File: src/rtl/reg_wb_arbiter_pkg.sv
// reg_wb_arbiter_pkg: source indices, write-source codes and age-rank helpers for the writeback arbiter
package reg_wb_arbiter_pkg;
  typedef enum logic [1:0] {SRC_ALU = 2'd0, SRC_MEM = 2'd1, SRC_PC = 2'd2} src_e;
  localparam int NSRC = 3;
  localparam logic [2:0] REG_w_src_ALU    = 3'd0;
  localparam logic [2:0] REG_w_src_MEM    = 3'd1;
  localparam logic [2:0] REG_w_src_PC_inc = 3'd2;
  function automatic logic [2:0] src_code(input int idx);
    return idx == int'(SRC_MEM) ? REG_w_src_MEM :
           idx == int'(SRC_PC)  ? REG_w_src_PC_inc : REG_w_src_ALU;
  endfunction
  function automatic logic [1:0] age_rank(input int idx);
    return idx == int'(SRC_MEM) ? 2'd2 : idx == int'(SRC_ALU) ? 2'd1 : 2'd0;
  endfunction
endpackage

File: src/rtl/reg_wb_arbiter_if.sv
// reg_wb_arbiter_if: producer request/ready channels and regfile write port of the writeback arbiter
interface reg_wb_arbiter_if #(parameter int DW = 32, parameter int AW = 5);
  logic          wb_stall;
  logic          alu_valid, alu_ready;
  logic [AW-1:0] alu_waddr;
  logic [DW-1:0] alu_wdata;
  logic          mem_valid, mem_ready;
  logic [AW-1:0] mem_waddr;
  logic [DW-1:0] mem_wdata;
  logic          pc_valid, pc_ready;
  logic [AW-1:0] pc_waddr;
  logic [DW-1:0] pc_wdata;
  logic          reg_we;
  logic [AW-1:0] reg_waddr;
  logic [DW-1:0] reg_wdata;
  logic [2:0]    reg_w_src;
  logic [2:0]    wb_pending;
  modport slave (
    input  wb_stall,
    input  alu_valid, alu_waddr, alu_wdata, output alu_ready,
    input  mem_valid, mem_waddr, mem_wdata, output mem_ready,
    input  pc_valid,  pc_waddr,  pc_wdata,  output pc_ready,
    output reg_we, reg_waddr, reg_wdata, reg_w_src, wb_pending
  );
  modport master (
    output wb_stall,
    output alu_valid, alu_waddr, alu_wdata, input alu_ready,
    output mem_valid, mem_waddr, mem_wdata, input mem_ready,
    output pc_valid,  pc_waddr,  pc_wdata,  input pc_ready,
    input  reg_we, reg_waddr, reg_wdata, reg_w_src, wb_pending
  );
endinterface

File: src/rtl/reg_wb_arbiter_wb_slot.sv
// wb_slot: one-entry writeback holding slot with full flag and same-cycle refill ready
module wb_slot #(parameter int DW = 32, parameter int AW = 5) (
  input  logic          clk,
  input  logic          rst_n,
  input  logic          valid,
  input  logic          bypass,
  input  logic          grant,
  input  logic [AW-1:0] waddr,
  input  logic [DW-1:0] wdata,
  output logic          ready,
  output logic          load,
  output logic          full,
  output logic [AW-1:0] q_waddr,
  output logic [DW-1:0] q_wdata
);
  logic          full_d, full_q;
  logic [AW-1:0] waddr_d, waddr_q;
  logic [DW-1:0] wdata_d, wdata_q;
  // A granted slot frees this edge, so it may be refilled at the same time; a bypassed request skips the slot.
  always_comb begin
    ready   = !full_q || grant;
    load    = valid && ready && !bypass;
    full_d  = load || (full_q && !grant);
    waddr_d = load ? waddr : waddr_q;
    wdata_d = load ? wdata : wdata_q;
  end
  // Slot state; reset discards any pending write.
  always_ff @(posedge clk or negedge rst_n) begin
    if (!rst_n) begin
      full_q  <= 1'b0;
      waddr_q <= '0;
      wdata_q <= '0;
    end else begin
      full_q  <= full_d;
      waddr_q <= waddr_d;
      wdata_q <= wdata_d;
    end
  end
  assign full    = full_q;
  assign q_waddr = waddr_q;
  assign q_wdata = wdata_q;
endmodule

File: src/rtl/reg_wb_arbiter.sv
// reg_wb_arbiter: oldest-first arbitration of ALU/MEM/PC writebacks onto one regfile port (WB_BYPASS_EN: empty-slot bypass)
module reg_wb_arbiter
  import reg_wb_arbiter_pkg::*;
#(parameter int DW = 32, parameter int AW = 5) (
  input logic clk,
  input logic rst_n,
  reg_wb_arbiter_if.slave wb
);
  logic [2:0]      valid, ready, full, grant, load, bypass, oldest, sel;
  logic [AW-1:0]   in_waddr [NSRC];
  logic [AW-1:0]   slot_waddr [NSRC];
  logic [DW-1:0]   in_wdata [NSRC];
  logic [DW-1:0]   slot_wdata [NSRC];
  logic [2:0][2:0] older_d, older_q;
  logic [AW-1:0]   sel_waddr;
  logic [DW-1:0]   sel_wdata;
  logic [2:0]      sel_src;
  logic            reg_we_d, reg_we_q;
  logic [AW-1:0]   reg_waddr_d, reg_waddr_q;
  logic [DW-1:0]   reg_wdata_d, reg_wdata_q;
  logic [2:0]      reg_w_src_d, reg_w_src_q;
  assign valid       = {wb.pc_valid, wb.mem_valid, wb.alu_valid};
  assign in_waddr[0] = wb.alu_waddr;
  assign in_waddr[1] = wb.mem_waddr;
  assign in_waddr[2] = wb.pc_waddr;
  assign in_wdata[0] = wb.alu_wdata;
  assign in_wdata[1] = wb.mem_wdata;
  assign in_wdata[2] = wb.pc_wdata;
  assign wb.alu_ready  = ready[0];
  assign wb.mem_ready  = ready[1];
  assign wb.pc_ready   = ready[2];
  assign wb.wb_pending = full;
  assign wb.reg_we     = reg_we_q;
  assign wb.reg_waddr  = reg_waddr_q;
  assign wb.reg_wdata  = reg_wdata_q;
  assign wb.reg_w_src  = reg_w_src_q;
  for (genvar i = 0; i < NSRC; i++) begin : g_slot
    wb_slot #(.DW(DW), .AW(AW)) u_slot (
      .clk     (clk),
      .rst_n   (rst_n),
      .valid   (valid[i]),
      .bypass  (bypass[i]),
      .grant   (grant[i]),
      .waddr   (in_waddr[i]),
      .wdata   (in_wdata[i]),
      .ready   (ready[i]),
      .load    (load[i]),
      .full    (full[i]),
      .q_waddr (slot_waddr[i]),
      .q_wdata (slot_wdata[i])
    );
  end
  // Grant the full slot older than every other full slot; bypass is only possible with nothing queued.
  always_comb begin
    oldest = 3'b000;
    for (int i = 0; i < NSRC; i++)
      oldest[i] = full[i] && &(older_q[i] | ~full | 3'(1 << i));
    grant = wb.wb_stall ? 3'b000 : oldest & (~oldest + 3'd1);
`ifdef WB_BYPASS_EN
    bypass = (wb.wb_stall || |full) ? 3'b000 :
             valid[1] ? 3'b010 : valid[0] ? 3'b001 : valid[2] ? 3'b100 : 3'b000;
`else
    bypass = 3'b000;
`endif
    sel = |grant ? grant : bypass;
  end
  // A loading entry is younger than every slot that stays full; simultaneous loads rank MEM > ALU > PC.
  always_comb begin
    older_d = older_q;
    for (int i = 0; i < NSRC; i++)
      for (int j = 0; j < NSRC; j++)
        older_d[i][j] = (i == j) ? 1'b0 :
                        (load[i] && load[j]) ? (age_rank(i) > age_rank(j)) :
                        load[i] ? !(full[j] && !grant[j]) :
                        load[j] ? (full[i] && !grant[i]) : older_q[i][j];
  end
  // Next write-port value from the granted slot or the bypassed request; $0 is consumed without a write.
  always_comb begin
    sel_waddr = '0;
    sel_wdata = '0;
    sel_src   = REG_w_src_ALU;
    for (int i = 0; i < NSRC; i++)
      if (sel[i]) begin
        sel_waddr = grant[i] ? slot_waddr[i] : in_waddr[i];
        sel_wdata = grant[i] ? slot_wdata[i] : in_wdata[i];
        sel_src   = src_code(i);
      end
    reg_we_d    = |sel && (sel_waddr != '0);
    reg_waddr_d = |sel ? sel_waddr : reg_waddr_q;
    reg_wdata_d = |sel ? sel_wdata : reg_wdata_q;
    reg_w_src_d = |sel ? sel_src : reg_w_src_q;
  end
  // Age matrix and registered write port.
  always_ff @(posedge clk or negedge rst_n) begin
    if (!rst_n) begin
      older_q     <= '0;
      reg_we_q    <= 1'b0;
      reg_waddr_q <= '0;
      reg_wdata_q <= '0;
      reg_w_src_q <= REG_w_src_ALU;
    end else begin
      older_q     <= older_d;
      reg_we_q    <= reg_we_d;
      reg_waddr_q <= reg_waddr_d;
      reg_wdata_q <= reg_wdata_d;
      reg_w_src_q <= reg_w_src_d;
    end
  end
endmodule
File: src/flat_wrapper.sv
// flat-port wrapper written by rule: the top's interface ports become plain ports
module reg_wb_arbiter_flat import reg_wb_arbiter_pkg::*;
#(parameter int DW = 32, parameter int AW = 5)
  (clk, rst_n, wb_wb_stall, wb_alu_valid, wb_alu_waddr, wb_alu_wdata, wb_alu_ready, wb_mem_valid, wb_mem_waddr, wb_mem_wdata, wb_mem_ready, wb_pc_valid, wb_pc_waddr, wb_pc_wdata, wb_pc_ready, wb_reg_we, wb_reg_waddr, wb_reg_wdata, wb_reg_w_src, wb_wb_pending);
  reg_wb_arbiter_if #(.DW(DW), .AW(AW)) wb_i ();
  input logic clk;
  input logic rst_n;
  input wire logic [$bits(wb_i.wb_stall)-1:0] wb_wb_stall;
  input wire logic [$bits(wb_i.alu_valid)-1:0] wb_alu_valid;
  input wire logic [$bits(wb_i.alu_waddr)-1:0] wb_alu_waddr;
  input wire logic [$bits(wb_i.alu_wdata)-1:0] wb_alu_wdata;
  output wire logic [$bits(wb_i.alu_ready)-1:0] wb_alu_ready;
  input wire logic [$bits(wb_i.mem_valid)-1:0] wb_mem_valid;
  input wire logic [$bits(wb_i.mem_waddr)-1:0] wb_mem_waddr;
  input wire logic [$bits(wb_i.mem_wdata)-1:0] wb_mem_wdata;
  output wire logic [$bits(wb_i.mem_ready)-1:0] wb_mem_ready;
  input wire logic [$bits(wb_i.pc_valid)-1:0] wb_pc_valid;
  input wire logic [$bits(wb_i.pc_waddr)-1:0] wb_pc_waddr;
  input wire logic [$bits(wb_i.pc_wdata)-1:0] wb_pc_wdata;
  output wire logic [$bits(wb_i.pc_ready)-1:0] wb_pc_ready;
  output wire logic [$bits(wb_i.reg_we)-1:0] wb_reg_we;
  output wire logic [$bits(wb_i.reg_waddr)-1:0] wb_reg_waddr;
  output wire logic [$bits(wb_i.reg_wdata)-1:0] wb_reg_wdata;
  output wire logic [$bits(wb_i.reg_w_src)-1:0] wb_reg_w_src;
  output wire logic [$bits(wb_i.wb_pending)-1:0] wb_wb_pending;
  assign wb_i.wb_stall = wb_wb_stall;
  assign wb_i.alu_valid = wb_alu_valid;
  assign wb_i.alu_waddr = wb_alu_waddr;
  assign wb_i.alu_wdata = wb_alu_wdata;
  assign wb_alu_ready = wb_i.alu_ready;
  assign wb_i.mem_valid = wb_mem_valid;
  assign wb_i.mem_waddr = wb_mem_waddr;
  assign wb_i.mem_wdata = wb_mem_wdata;
  assign wb_mem_ready = wb_i.mem_ready;
  assign wb_i.pc_valid = wb_pc_valid;
  assign wb_i.pc_waddr = wb_pc_waddr;
  assign wb_i.pc_wdata = wb_pc_wdata;
  assign wb_pc_ready = wb_i.pc_ready;
  assign wb_reg_we = wb_i.reg_we;
  assign wb_reg_waddr = wb_i.reg_waddr;
  assign wb_reg_wdata = wb_i.reg_wdata;
  assign wb_reg_w_src = wb_i.reg_w_src;
  assign wb_wb_pending = wb_i.wb_pending;
  reg_wb_arbiter #(.DW(DW), .AW(AW)) u_core (.clk(clk), .rst_n(rst_n), .wb(wb_i));
endmodule
File: config.mk
export PLATFORM = sky130hd
export DESIGN_NAME = reg_wb_arbiter_flat
export DESIGN_NICKNAME = d
export VERILOG_FILES = /design/src/rtl/reg_wb_arbiter_pkg.sv /design/src/rtl/reg_wb_arbiter_if.sv /design/src/rtl/reg_wb_arbiter_wb_slot.sv /design/src/rtl/reg_wb_arbiter.sv /design/src/flat_wrapper.sv
export SDC_FILE = /design/constraint.sdc
export NUM_CORES = 1
export LEC_CHECK = 0
export ABC_AREA = 1
export CORE_MARGIN = 2
export CORE_UTILIZATION = 30
export CTS_CLUSTER_SIZE = 20
export DETAILED_ROUTE_END_ITERATION = 12
export GPL_TIMING_DRIVEN = 1
export SYNTH_ARGS = -nofsm -noshare
export SYNTH_HDL_FRONTEND = slang
export SYNTH_HIERARCHICAL = 1
export SYNTH_SLANG_ARGS = --single-unit
File: constraint.sdc
create_clock -name clk -period 2.3 [get_ports clk]
set_input_delay 0.46 -clock clk [delete_from_list [all_inputs] [get_ports clk]]
set_output_delay 0.46 -clock clk [all_outputs]
set_load 0.05 [all_outputs]
### After elaboration in Yosys (flattened, before gate mapping)

Index checks and enable logic that the tools add are counted.

* register bits after elaboration: 161
* input port bits: 117
* output and inout bits: 47
* word-level logic and storage cells: 97

* add/sub/neg operators: 1
* muxes and demuxes: 34
* bitwise operators: 6
* reduce and logical (&&, ||, !) cells: 37

Operators with widths (number)
* 32-bit two-way mux: 6
* 5-bit two-way mux: 6
* 1-bit two-way mux: 19
* 1-bit logical AND: 13
* 1-bit zero test: 9
* 3-bit two-way mux: 3
* 3-bit nonzero test: 3
* 1-bit logical OR: 6
* 3-bit inverter: 2
* 3-bit bitwise OR: 2
* 2-bit AND reduction: 3
* 3-bit OR reduction: 2
* 5-bit nonzero test: 1
* 3-bit by 1-bit adder with 3-bit output, second input constant: 1
* 3-bit AND: 1
* 2-bit bitwise OR: 1

### Logic depth before layout (Yosys ltp)

* depth in word-level cells: 15
* gate-level depth with buffers: 18

### Hierarchy

Netlist, hierarchy kept.

By module, submodules not included
* wb_slot: times used 3, cells an instance 168, area each 1544.0 sq um, seq. area each 950.9 sq um
* reg_wb_arbiter: times used 1, cells an instance 320, area each 2529.9 sq um, seq. area each 1151.1 sq um

### Worst setup path before layout

No wires, ideal clock.

* path kind: register to register
* from: register u_core.g_slot[0].u_slot.full_q
* to: register u_core/older_q[1] (netlist name)
* setup time: 0.119 ns
* arrival: 2.317 ns
* required time: 2.181 ns
* path slack: -0.135 ns
* cell stages (with the launch flop): 16
* clock period less this slack: 2.435 ns
* cells stage by stage: dfrtp_1 > nand3_2 > buf_6 > nor2_8 > buf_8 > buf_6 > inv_1 > nand2_2 > nand2_1 > buf_6 > buf_6 > inv_1 > inv_1 > nand2_1 > nand3_1 > o21a_1

RTL lines
* start: declaration: RTL line reg_wb_arbiter_wb_slot.sv:16 `logic full_d, full_q;`
* start signal: assignment: RTL line reg_wb_arbiter_wb_slot.sv:34 `full_q <= full_d;`
* 1-bit logical AND (*): RTL line reg_wb_arbiter.sv:57 `oldest[i] = full[i] && &(older_q[i] | ~full | 3'(1 << i));`
* 3-bit inverter: RTL line reg_wb_arbiter.sv:58 `grant = wb.wb_stall ? 3'b000 : oldest & (~oldest + 3'd1);`
* 3-bit by 1-bit adder with 3-bit output: RTL line reg_wb_arbiter.sv:58
* 3-bit AND (*): RTL line reg_wb_arbiter.sv:58
* 3-bit two-way mux (*): RTL line reg_wb_arbiter.sv:58
* via u_core.grant[0]: RTL line reg_wb_arbiter.sv:9 `logic [2:0] valid, ready, full, grant, load, bypass, oldest, sel;`
* 1-bit logical OR (*): RTL line reg_wb_arbiter_wb_slot.sv:21 `ready = !full_q || grant;`
* 1-bit logical AND (*): RTL line reg_wb_arbiter_wb_slot.sv:22 `load = valid && ready && !bypass;`
* via u_core.load[0]: RTL line reg_wb_arbiter.sv:9
* 1-bit two-way mux or 1-bit logical AND (tied branches): RTL line reg_wb_arbiter.sv:74, reg_wb_arbiter.sv:73
* 1-bit two-way mux or 3-bit nonzero test (tied branches)
* end signal: assignment: RTL line reg_wb_arbiter.sv:102 `older_q <= older_d;`
* end: declaration: RTL line reg_wb_arbiter.sv:14 `logic [2:0][2:0] older_d, older_q;`

The timed path passes the listed nets; every way through them passes the cells marked *. The select of a mux whose other input is x is not followed.
A chain may end at the register's enable or synchronous reset.

### Worst setup path after layout

* from: register u_core.g_slot[0].u_slot.full_q
* to: output wb_wb_pending[0]

RTL lines
* end: declaration: RTL line flat_wrapper.sv:25 `output wire logic [$bits(wb_i.wb_pending)-1:0] wb_wb_pending;`

No word-level cell between the ends.

==> results.py <==
metrics = {
    "outcome": {
        "outcome": "finished clean",
    },
    "detailed_routing": {
        "wl_um": 21600,
        "vias": 6158,
        "drc_errors": 0,
        "wl_per_cell_um": 16.3,
        "viasPerCell": 4.64,
        "drt_iter0_markers": 381,
        "first_pass_iters": 4,
        "ant_nets": 0,
    },
    "global_route": {
        "antenna_found_initial": 1,
        "grt_pass1_vias": 6301,
        "grt_start_max_net_pins": 65,
        "grt_pass1_wl_um": 34200,
        "track_usage_pct": 18.1,
        "grt_overflow_total": 0,
    },
    "timing": {
        "hold_viol_final": 0,
        "setup_slack_ps": 110,
        "fin_crit_sh_pct": 95.2,
        "rsz0062_at_grt": "no",
        "tns_ps": 0,
        "relSlewSlack_pct": 62.5,
        "tightest_slew_ps": 560,
        "fin_crit_ps": 2190,
        "report.final.slew_viol_count": 0,
        "setup_viol": 0,
        "fin_skew_ps": 11.2,
        "max_freq_mhz": 457,
    },
    "clocking": {
        "root_buffer": "clkbuf_16",
        "numCtsBuffers": 17,
        "clock_latency_ps": 420,
        "clock-sinks": 160,
        "clock_path_buffers": 2,
        "clk_pin_slew_ps": 60,
        "cts_tree": "yes",
        "h-tree-depth": 4,
    },
    "final_layout": {
        "final_area_um2": 9800,
        "fill_cells": 2358,
        "diodes": 0,
        "drive_gt1_share_pct": 9.92,
        "syn_to_final_growth_pct": 36.9,
        "stdcell_count": 1327,
        "fin_nets": 1112,
    },
    "setup_path": {
        "endpoint_kind": "output pin",
        "slowest_delay_ps": 800,
        "rrSetupSlack_ps": 480,
        "r2r_cells": 13,
        "crit_chain": "buf_12, clkdlybuf4s50_1",
        "worstPathArrival_ps": 1730,
        "crit_fanout": 4,
        "critPathRequiredTime_ps": 1840,
        "crit_type": "flop to output pin",
        "crit_path_start_kind": "flop",
        "reg2reg_from": "u_core/g_slot[2].u_slot/full",
        "worstReg2RegEnd": "u_core/older_q[6]",
        "cp_slowest_cell": "clkdlybuf4s50_1",
    },
    "synth": {
        "synth-seq-cells": 160,
        "ys_top_cells_by_area": "dfrtp_1, nand2_1, nand3_1, buf_6, nand4_1",
        "syn_area_um2": 7160,
        "yosys.cell_count.top_type": "nand2_1",
        "ys_warn_count": 6,
        "synth.avg_cell_area_um2": 8.69,
        "ys.flop_type": "dfrtp_1",
        "synth_top_area_cell": "dfrtp_1",
        "synth_top_cell_area_share_pct": 55.9,
        "synth_common_cells": "nand2_1, dfrtp_1, nand3_1",
        "seq_area_frac_synth_pct": 55.9,
        "async_flop_share_pct": 100,
        "synth-edff-count": 0,
        "postSynthCellCount": 824,
        "ys_types": 24,
    },
    "die": {
        "die_area_um2": 25100,
        "die_w_um": 159,
        "coreArea_um2": 23500,
        "num_io_pins": 164,
        "die_h_um": 159,
        "initial_core_util_pct": 30.5,
        "placementRows": 56,
    },
    "place": {
        "io_buffers": 162,
        "place_congestion": 0.773,
        "dp_cells": 1289,
        "place_ws_ps": -8.48,
        "post_dp_cell_area_um2": 9140,
        "dpl.hpwl_um": 15200,
    },
    "worst_hold_path": {
        "hold_depth": 2,
        "hold_end": "u_core/g_slot[1].u_slot/q_wdata[18]",
        "min_from": "u_core/g_slot[1].u_slot/q_wdata[18]",
        "hp-class": "flop to flop",
    },
    "job": {
        "maxCapViolations": 0,
    },
    "pwr": {
        "power_leakage_nw": 4.73,
        "p_total_mw": 13.9,
        "p_per_area_nw_per_um2": 1420,
        "irDropWorstVdd_uv": 466,
    },
}
where the power goes:
part / leakage (nW) / internal (mW) / switching [mW]
clock network: 0.273 / 1.56 / 1.21
registers: 1.99 / 4.16 / 0.763
logic: 2.47 / 2.22 / 4.01
metal layers:
metal,GRT usage [%],routed length [µm],vias up
met5,0,16,-
met4,5.83,371,2
met3,3.32,1080,24
met2,29.0,10200,155
met1,24.8,9970,2961
li1,-,-,3016
stage by stage:
stage,util [%],hold WS (ps)
floorplan,-,164
global placement,38.9,440
detailed placement,38.9,438
CTS,41.5,474
global route,41.8,486
finish,41.8,470
sequential cells by signal, indices dropped and copies added, names as in the netlist:
name / flops
u_core/wb.reg_w_src: 2
u_core/wb.reg_we: 1
u_core/g_slot.u_slot/q_wdata: 96
u_core/older_q: 6
u_core/wb.reg_waddr: 5
u_core/wb.reg_wdata: 32
u_core/g_slot.u_slot/q_waddr: 15
u_core/g_slot.u_slot/full: 3
worst max-delay path, delay by kind of cell (launching register included):
| family | cells | cell delay (ps) |
|---|---|---|
| buffers and inverters | 2 | 920 |
| DFF | 1 | 390 |
layout by cell type, fill, tap and decap left out, types with 2 or more instances in the layout:
master / instances
nand2_4: 3
nand2_1: 346
clkdlybuf4s50_1: 157
o21ai_1: 3
nand2_2: 4
clkbuf_16: 17
clkinv_4: 3
dfrtp_1: 157
clkbuf_8: 2
a21oi_1: 2
nand4_1: 41
nor2_1: 10
o21bai_1: 4
nand3_4: 2
buf_4: 34
buf_12: 10
conb_1: 4
dfrtp_2: 3
clkinvlp_4: 4
nand3_1: 154
nor2_8: 2
inv_2: 2
inv_1: 26
inv_6: 4
nor2_4: 5
worst max-delay path by stage:
| stage | cells after the start | from | endpoint |
|---|---|---|---|
| 3_5_place_dp | 11 | wb_wb_stall | u_core/g_slot[2].u_slot/q_wdata[9] |
| 5_1_grt | 9 | u_core/g_slot[2].u_slot/full | wb_pc_ready |
| 4_1_cts | 8 | u_core/g_slot[0].u_slot/full | wb_mem_ready |
| 3_3_place_gp | 11 | wb_wb_stall | u_core/g_slot[2].u_slot/q_wdata[29] |
| 6_report | 2 | u_core/g_slot[0].u_slot/full | wb_wb_pending[0] |
| 2_1_floorplan | 16 | u_core/g_slot[2].u_slot/full | u_core/older_q[1] |
final cells by class:
class	count	area, µm²	share of cell area, %
Clock inverter	13	126	1.29
Tap cell	319	399	4.07
Inverter	29	111	1.14
Timing Repair Buffer	204	2060	21.0
Clock buffer	19	453	4.62
Sequential cell	160	4010	40.9
Multi-Input combinational cell	583	2650	27.0
timing repair:
| action | 4_1_cts | 5_1_grt |
|---|---|---|
| pin swaps | 0 | 2 |
| endpoints found under the hold margin | 45 | 0 |
| hold buffers | 1 | 0 |
| gates resized for setup | 3 | 2 |
| buffers inserted | 0 | 5 |
| endpoints found under the setup margin | 3 | 3 |
cell families after synthesis:
kind of cell | count (synthesis) | synth area share (%)
simple gates | 568 | 35.2
buf+inv | 84 | 7.93
other cells | 1 | 0.0524
compound gates | 11 | 0.943
flops | 160 | 55.9
No activity file was read; power rests on OpenSTA's default activity.
